<file path="src/rtl/match_event_logger.sv">
`default_nettype none
// ============================================================================
// Module   : match_event_logger
// Brief    : Records runs of the detector match flag as {start_ts, length}
//            entries in a first-word-fall-through FIFO with event/drop totals.
// Revision : 1.0
// ============================================================================
module match_event_logger #(
  parameter int TS_W  = 16,
  parameter int LEN_W = 8,
  parameter int DEPTH = 8,
  parameter int CNT_W = 16
) (
  input  logic                     clk,
  input  logic                     reset,
  input  logic                     z,
  input  logic                     out_ready,
  output logic                     out_valid,
  output logic [TS_W-1:0]          out_ts,
  output logic [LEN_W-1:0]         out_len,
  output logic [$clog2(DEPTH):0]   fifo_level,
  output logic [CNT_W-1:0]         event_count,
  output logic [CNT_W-1:0]         drop_count,
  output logic                     busy
);
  localparam int               c_AW         = $clog2(DEPTH);
  localparam logic [c_AW:0]    c_FULL_LEVEL = (c_AW+1)'(DEPTH);

  typedef enum logic [0:0] {
    S_IDLE = 1'b0,
    S_RUN  = 1'b1
  } state_t;

  state_t                   r_state;
  state_t                   w_state_nxt;
  logic                     r_z_q;
  logic [TS_W-1:0]          r_ts;
  logic [TS_W-1:0]          r_start_ts;
  logic [LEN_W-1:0]         r_run_len;
  logic [CNT_W-1:0]         r_event_count;
  logic [CNT_W-1:0]         r_drop_count;
  logic [TS_W+LEN_W-1:0]    r_mem [DEPTH];
  logic [c_AW:0]            r_wr_ptr;
  logic [c_AW:0]            r_rd_ptr;

  logic                     w_rise;
  logic                     w_cont;
  logic                     w_fall;
  logic [c_AW:0]            w_level;
  logic                     w_full;
  logic                     w_pop;
  logic                     w_wr_en;
  logic                     w_drop;
  logic [TS_W+LEN_W-1:0]    w_head;

  always_comb begin
    w_rise      = z & ~r_z_q;
    w_cont      = z & r_z_q;
    w_fall      = ~z & r_z_q;
    w_state_nxt = r_state;
    case (r_state)
      S_IDLE:  if (w_rise) w_state_nxt = S_RUN;
      S_RUN:   if (w_fall) w_state_nxt = S_IDLE;
      default: w_state_nxt = S_IDLE;
    endcase
  end

  // A full FIFO still accepts a push when the head leaves in the same cycle.
  always_comb begin
    w_level   = r_wr_ptr - r_rd_ptr;
    w_full    = (w_level == c_FULL_LEVEL);
    w_pop     = (w_level != '0) & out_ready;
    w_wr_en   = w_fall & (~w_full | w_pop);
    w_drop    = w_fall & w_full & ~w_pop;
    w_head    = r_mem[r_rd_ptr[c_AW-1:0]];
  end

  always_ff @(posedge clk) begin
    if (reset) begin
      r_state       <= S_IDLE;
      r_z_q         <= 1'b0;
      r_ts          <= '0;
      r_start_ts    <= '0;
      r_run_len     <= '0;
      r_event_count <= '0;
      r_drop_count  <= '0;
      r_wr_ptr      <= '0;
      r_rd_ptr      <= '0;
    end else begin
      r_state <= w_state_nxt;
      r_z_q   <= z;
      r_ts    <= r_ts + 1'b1;
      if (w_rise) begin
        r_start_ts <= r_ts;
        r_run_len  <= LEN_W'(1);
      end else if (w_cont && r_run_len != '1) begin
        r_run_len <= r_run_len + 1'b1;
      end
      if (w_fall && r_event_count != '1)
        r_event_count <= r_event_count + 1'b1;
      if (w_drop && r_drop_count != '1)
        r_drop_count <= r_drop_count + 1'b1;
      if (w_wr_en)
        r_wr_ptr <= r_wr_ptr + 1'b1;
      if (w_pop)
        r_rd_ptr <= r_rd_ptr + 1'b1;
    end
  end

  always_ff @(posedge clk) begin
    if (!reset && w_wr_en)
      r_mem[r_wr_ptr[c_AW-1:0]] <= {r_start_ts, r_run_len};
  end

  always_comb begin
    out_valid   = (w_level != '0);
    out_ts      = out_valid ? w_head[TS_W+LEN_W-1:LEN_W] : '0;
    out_len     = out_valid ? w_head[LEN_W-1:0] : '0;
    fifo_level  = w_level;
    event_count = r_event_count;
    drop_count  = r_drop_count;
    busy        = (r_state == S_RUN);
  end
endmodule
`default_nettype wire

</file>
<file path="config.mk">
export PLATFORM = sky130hd
export DESIGN_NAME = match_event_logger
export DESIGN_NICKNAME = d
export VERILOG_FILES = /design/src/rtl/match_event_logger.sv
export SDC_FILE = /design/constraint.sdc
export NUM_CORES = 1
export LEC_CHECK = 0
export ABC_AREA = 0
export ABC_CLOCK_PERIOD_IN_PS = 11100
export BUFFER_PORTS_ARGS = -buffer_cell sky130_fd_sc_hd__buf_4
export CORE_ASPECT_RATIO = 1.1
export CORE_MARGIN = 4
export CORE_UTILIZATION = 55
export CTS_CLUSTER_DIAMETER = 200
export CTS_CLUSTER_SIZE = 30
export DETAILED_ROUTE_END_ITERATION = 8
export PLACE_DENSITY = 0.76
export SLEW_MARGIN = 0
export SYNTH_ARGS = -nofsm -noshare
export SYNTH_HDL_FRONTEND = slang
export SYNTH_SLANG_ARGS = --single-unit
export TNS_END_PERCENT = 10
</file>
<file path="constraint.sdc">
create_clock -name clk -period 11.1 [get_ports clk]
set_clock_uncertainty 0.1 [all_clocks]
set_input_delay 1.11 -clock clk [delete_from_list [all_inputs] [get_ports clk]]
set_output_delay 1.11 -clock clk [all_outputs]
set_load 0.01 [all_outputs]
</file>
After elaboration in Yosys (flattened, before gate mapping). Memories as Yosys holds them, arrays and structs flattened. A register that Yosys moved wholly into a read port is not among the register bits. Index checks and enable logic that the tools add are counted.

Bits of input ports: 4. Memory bits (writable): 192. Flip-flop bits (word level): 82. Output and inout bits: 62. Memories kept: 1.

Memories: r_mem (words 8, width 24, rd ports 1, clocked after Yosys merged registers in 1, write ports 1, line 42) `logic [TS_W+LEN_W-1:0] r_mem [DEPTH];`.

Reductions and logical operators: 8. Bitwise logic cells: 13. Mux-type cells: 11. Eq/ne operators: 4. Add/subtract/negate cells: 7.

Operators by type and width (count): 16-bit by 1-bit adder with 16-bit output (second input constant) (3); 16-bit != test (second input constant) (2); 16-bit 2-to-1 mux (1); 4-bit by 1-bit adder with 4-bit output (second input constant) (2); 8-bit by 1-bit adder with 8-bit output (second input constant) (1); 8-bit 2-to-1 mux (1); 8-bit != test (second input constant) (1); 1-bit bitwise AND (7); 1-bit 2-to-1 mux (6); 3-bit 2-to-1 mux (2); 1-bit NOT (5); 4-bit == test (second input constant) (1); 1-bit logical AND (4); 4-bit nonzero test (1); 4-bit subtractor (1); 1-bit one-hot mux with 2 select lines (1); 2-bit nonzero test (1); 2-bit OR reduction (1); 1-bit logical NOT (1); 1-bit OR (1).

Logic depth before layout (Yosys ltp).
Depth in word-level cells: 8. Mapped depth: 11. Gate-level depth less buffers: 9.

Worst setup path after synthesis. No wires, ideal clock.

Kind: register -> register. Start point: reg r_wr_ptr[0]. End point: mem r_mem[2][0] in the netlist's numbering, enable pin. Arrival time: 4724 ps. Period minus slack after synthesis: 5298 ps. Slack: 5802 ps. Stages on the path, launching flop included: 11. Required time: 10525 ps. Library setup time: 475 ps. Cell sequence: dfxtp_1 inv_1 ha_1 inv_1 fa_1 xor2_1 nor4_4 a31oi_4 nand2b_1 clkbuf_1 nor4b_1.

Word-level cells in the longest chain between the ends: 8.

Ends and longest elaborated chain: start, declared (line 43) `logic [c_AW:0] r_wr_ptr;`; start signal, assigned (line 104) `r_wr_ptr <= r_wr_ptr + 1'b1;`; 4-bit subtractor (*) (line 70) `w_level = r_wr_ptr - r_rd_ptr;`; via fifo_level[2] (line 21) `output logic [$clog2(DEPTH):0] fifo_level,`; 4-bit nonzero test / 4-bit == test (equally long branches) (line 72, 71); 1-bit bitwise AND / 1-bit NOT (equally long branches) (line 72, 73); 1-bit OR (*) (line 73) `w_wr_en = w_fall & (~w_full | w_pop);`; 1-bit bitwise AND (*) (line 73); 1-bit logical AND (*) (line 111) `if (!reset && w_wr_en)`; 1-bit 2-to-1 mux (*) (line 111); 1-bit 2-to-1 mux (implied by the code) (*) (line 112) `r_mem[r_wr_ptr[c_AW-1:0]] <= {r_start_ts, r_run_len};`; end, declared (line 42).

Mark *: on every way through the listed nets, which the timed path passes. The rest lies on a longest branch.

Final worst setup path.
Start point: reg r_wr_ptr[2]. End point: out out_ts[2].

Word-level cells in the longest chain between the ends: 3.

Ends and longest elaborated chain: 4-bit subtractor (line 70); 4-bit nonzero test (line 116) `out_valid = (w_level != '0);`; 16-bit 2-to-1 mux (line 117) `out_ts = out_valid ? w_head[TS_W+LEN_W-1:LEN_W] : '0;`; end, declared (line 19) `output logic [TS_W-1:0] out_ts,`.

Every way passes these cells.

==> impl_metrics.toml <==
[final_layout]
layout.core_utilization_pct = 62.0
syn_to_final_growth_pct = 10.6
final_layout_size_suffix_gt1_share_pct = 19.3
most_frequent_cells_in_the_layout = "192 x sky130_fd_sc_hd__edfxtp_1, 83 x sky130_fd_sc_hd__dfxtp_1, 79 x sky130_fd_sc_hd__buf_4"
layout.cells.most_common = "sky130_fd_sc_hd__edfxtp_1"
insertedDiodeCount = 0
nNetsFinal = 831
instances_no_fill = 1075

[clock_tree]
cts_tree = "yes"
cts_buffer_depth = 3
post_cts_resize_count = 0
ctsHoldBuffers = 0
clock-sinks = 277
cts_post_setup_buffers_inserted = 0
clk_root_buffer_cell = "sky130_fd_sc_hd__clkbuf_16"
ctsHtreeMaxLevel = 1
tritoncts_buffers = 13
path_clk_slew_ps = 110
worst_skew_pair.late_latency_ps = 480

[global_routing]
global_route.usage.total_pct = 19.6
grt_start_max_net_pins = 81
global_route_wire_length_before_repair_um = 34800
globalRoute.totalOverflow = 0
via_count_of_the_first_global_routing_pass = 6528
antenna_violations_before_repair = 0
grt_use_met2_pct = 33.8
grt_use_met3_pct = 2.34
busiest_layer_in_global_routing = "met2"
global_route_met1_utilization_pct = 26.3

[placed_design]
buffer_ports.inserted = 65
dp_cells = 1054
hpwl_um = 12800
gpl.final_weighted_congestion = 0.873

[route]
detail_route.wl_per_cell_um = 20.3
drtAntennaViolNets = 0
sum_of_routed_wire_length_over_all_layers_um = 21800
routed_via_density = 6.08
number_of_vias_in_the_routed_layout = 6532
detailedRoute.firstIterationViolations = 505
first_pass_iters = 5
detail_route.drc_violations = 0

[floorplanning]
die_height_um = 157
die_width_um = 144
design.core.area_sq_um = 19900
initial_utilization_pct = 56.0
std_cell_rows = 54
io_pins = 66
design.die.area_sq_um = 22600

[yosys]
synth_top_area_cell = "sky130_fd_sc_hd__edfxtp_1"
synthDistinctLibCells = 48
gate_count_after_technology_mapping = 759
synth_adder_area_share_pct = 1.19
synth_mux_area_share_pct = 12.2
synth_top_family_by_area = "multiplexers"
area_share_of_the_largest_cell_type_after_synthesis_pct = 51.8
synth_nets = 773
yosysWarnings = 0
synth.cell_area_sq_um = 11100
yosysSeqAreaShare_pct = 67.1
ys.flop_type = "sky130_fd_sc_hd__edfxtp_1"
synth_simple_gate_area_share_pct = 10.5
synth_compound_area_share_pct = 4.42
postSynth.asyncResetShare_pct = 0
synth_xor_area_share_pct = 2.75
synth-edff-count = 192
synthTopCellsByArea = "sky130_fd_sc_hd__edfxtp_1 52%, sky130_fd_sc_hd__dfxtp_1 15%, sky130_fd_sc_hd__mux4_2 9.7%"
syn-mean-instance-area_sq_um = 14.7
synth-seq-cells = 277

[sta]
setup_viol_count_final = 0
rsz_0062_raised_after_global_routing = "false"
max_slew_margin_pct = 33.2
final_hold_viol_count = 0
period_minus_slack_ps = 4290
transition_time_at_the_pin_with_the_least_slew_margin_ps = 1000
achievable-frequency_mhz = 233
report.final.slew_viol_count = 0
tns_ps = 0
post-route-period-util_pct = 38.6

[power_and_ir_drop]
swShare_pct = 26.9
clockPowerShare_pct = 24.5
worst_supply_voltage_drop_on_vdd_mv = 0.113
total_power_mw = 2.17
power_leakage_nw = 4.08
pwr-share-comb_pct = 23.7
power_frac_seq_pct = 51.8
cell_internal_pwr_mw = 1.58
power_density_nw_per_um2 = 176
switching_power_uw = 584

[worst_setup_path]
crit_buf_inv = 2
cp_peak_stage_delay_ps = 550
class_of_the_most_critical_setup_path = "reg -> out"
worst_ep_required_time_ps = 9890
timing.critical_path.cells = "ha_1 -> and3b_1 -> or3_4 -> a2111oi_4 -> buf_4 -> nor2_1 -> buf_4"
worstSetupStartpointType = "flip-flop"
worst_setup_path_end_kind = "output port"
critical-path-top-cell-by-count = "sky130_fd_sc_hd__buf_4"
crit_slowest_cell = "sky130_fd_sc_hd__dfxtp_1"
critPathTopFamily = "simple AND/OR/NAND/NOR gates"
critPathArrivalTime_ps = 3080
critical_path_peak_fanout = 33

[worst_hold_path]
worst_hold_path_type = "reg -> reg"

[job]
count_of_max_cap_constraint_violations = 0

[outcome]
status = "completed"
layer usage:
| metal | routed length (um) | part of all wire [%] |
|---|---|---|
| met3 | 1310 | 6.0 |
| met5 | 0 | 0 |
| met2 | 11200 | 51 |
| met4 | 423 | 1.9 |
| met1 | 8860 | 41 |
path summary, 6_finish.rpt:
path                       startpoint                     endpoint  slack [ps]  cells past startpoint
max          r_wr_ptr[2]$_SDFFE_PP0P_                    out_ts[2]        6810                      7
min               r_ts[15]$_SDFF_PP0_  r_start_ts[15]$_SDFFE_PP0P_         390                      2
max reg2reg  r_wr_ptr[0]$_SDFFE_PP0P_  drop_count[14]$_SDFFE_PP0P_        7170                      8
min reg2reg       r_ts[15]$_SDFF_PP0_  r_start_ts[15]$_SDFFE_PP0P_         390                      2
power by group through the flow:
stage	logic, mW	registers (mW)	clock network [mW]
after CTS	0.527	1.13	0.546
after global routing	0.558	1.13	0.584
after floorplan	0.350	1.13	0
after detailed placement	0.524	1.15	0
final	0.513	1.12	0.531
after global placement	0.510	1.15	0
registers in the layout, indices dropped and copies added, names as in the netlist, named ones only:
signal,count
r_wr_ptr,4
r_mem,192
r_rd_ptr,4
busy,1
r_run_len,8
r_start_ts,16
r_z_q,1
drop_count,16
event_count,16
r_ts,16
area by class of cell:
class,count,area (sq um)
fillers,1476,7550
flip-flops and latches,277,7470
multi-input cells,432,3500
repair buffers,79,593
clock buffers,20,352
well taps,252,315
inverters,14,52.6
clock inverters,1,30.0
cell families (layout without fill, tap and decap cells):
family          count (synthesis)  after routing
mux                            75             75
fa+ha+maj                      10             10
xor+xnor                       35             35
flops                         277            277
simple gates                  234            234
buf+inv                        50            114
compound gates                 78             78
synth_stat cells, types with 4 or more instances:
master	count
sky130_fd_sc_hd__xnor2_1	23
sky130_fd_sc_hd__dfxtp_1	85
sky130_fd_sc_hd__mux2i_1	25
sky130_fd_sc_hd__nand2_1	52
sky130_fd_sc_hd__clkbuf_1	19
sky130_fd_sc_hd__nor4_1	7
sky130_fd_sc_hd__nand4_1	18
sky130_fd_sc_hd__ha_1	9
sky130_fd_sc_hd__nand3_1	20
sky130_fd_sc_hd__a21oi_1	43
sky130_fd_sc_hd__nand2b_1	5
sky130_fd_sc_hd__nor2_1	70
sky130_fd_sc_hd__o21ai_0	8
sky130_fd_sc_hd__nor3_1	17
sky130_fd_sc_hd__and3_1	5
sky130_fd_sc_hd__or3_1	9
sky130_fd_sc_hd__buf_1	6
sky130_fd_sc_hd__inv_1	13
sky130_fd_sc_hd__o21ai_1	4
sky130_fd_sc_hd__or4_1	12
sky130_fd_sc_hd__mux4_2	48
sky130_fd_sc_hd__edfxtp_1	192
sky130_fd_sc_hd__nor2b_1	6
sky130_fd_sc_hd__buf_2	9
sky130_fd_sc_hd__xor2_1	12
sky130_fd_sc_hd__o31ai_1	11
metrics by stage:
| step | hold WS, ps | setup WS [ps] | instance area [sq um] |
|---|---|---|---|
| final | 393 | 6810 | 12300 |
| after global routing | 409 | 6620 | 12300 |
| after CTS | 392 | 6780 | 12300 |
| after detailed placement | 371 | 7220 | 11900 |
| after global placement | 351 | 7430 | 11900 |
| after floorplan | 341 | 5800 | 11100 |
worst min-delay path, cell delays in order (launching register included):
cell	delay [ps]
sky130_fd_sc_hd__dfxtp_1	340
sky130_fd_sc_hd__nand2_1	60
sky130_fd_sc_hd__a21oi_1	60
Note: power is estimated with default switching activity, not from simulation.
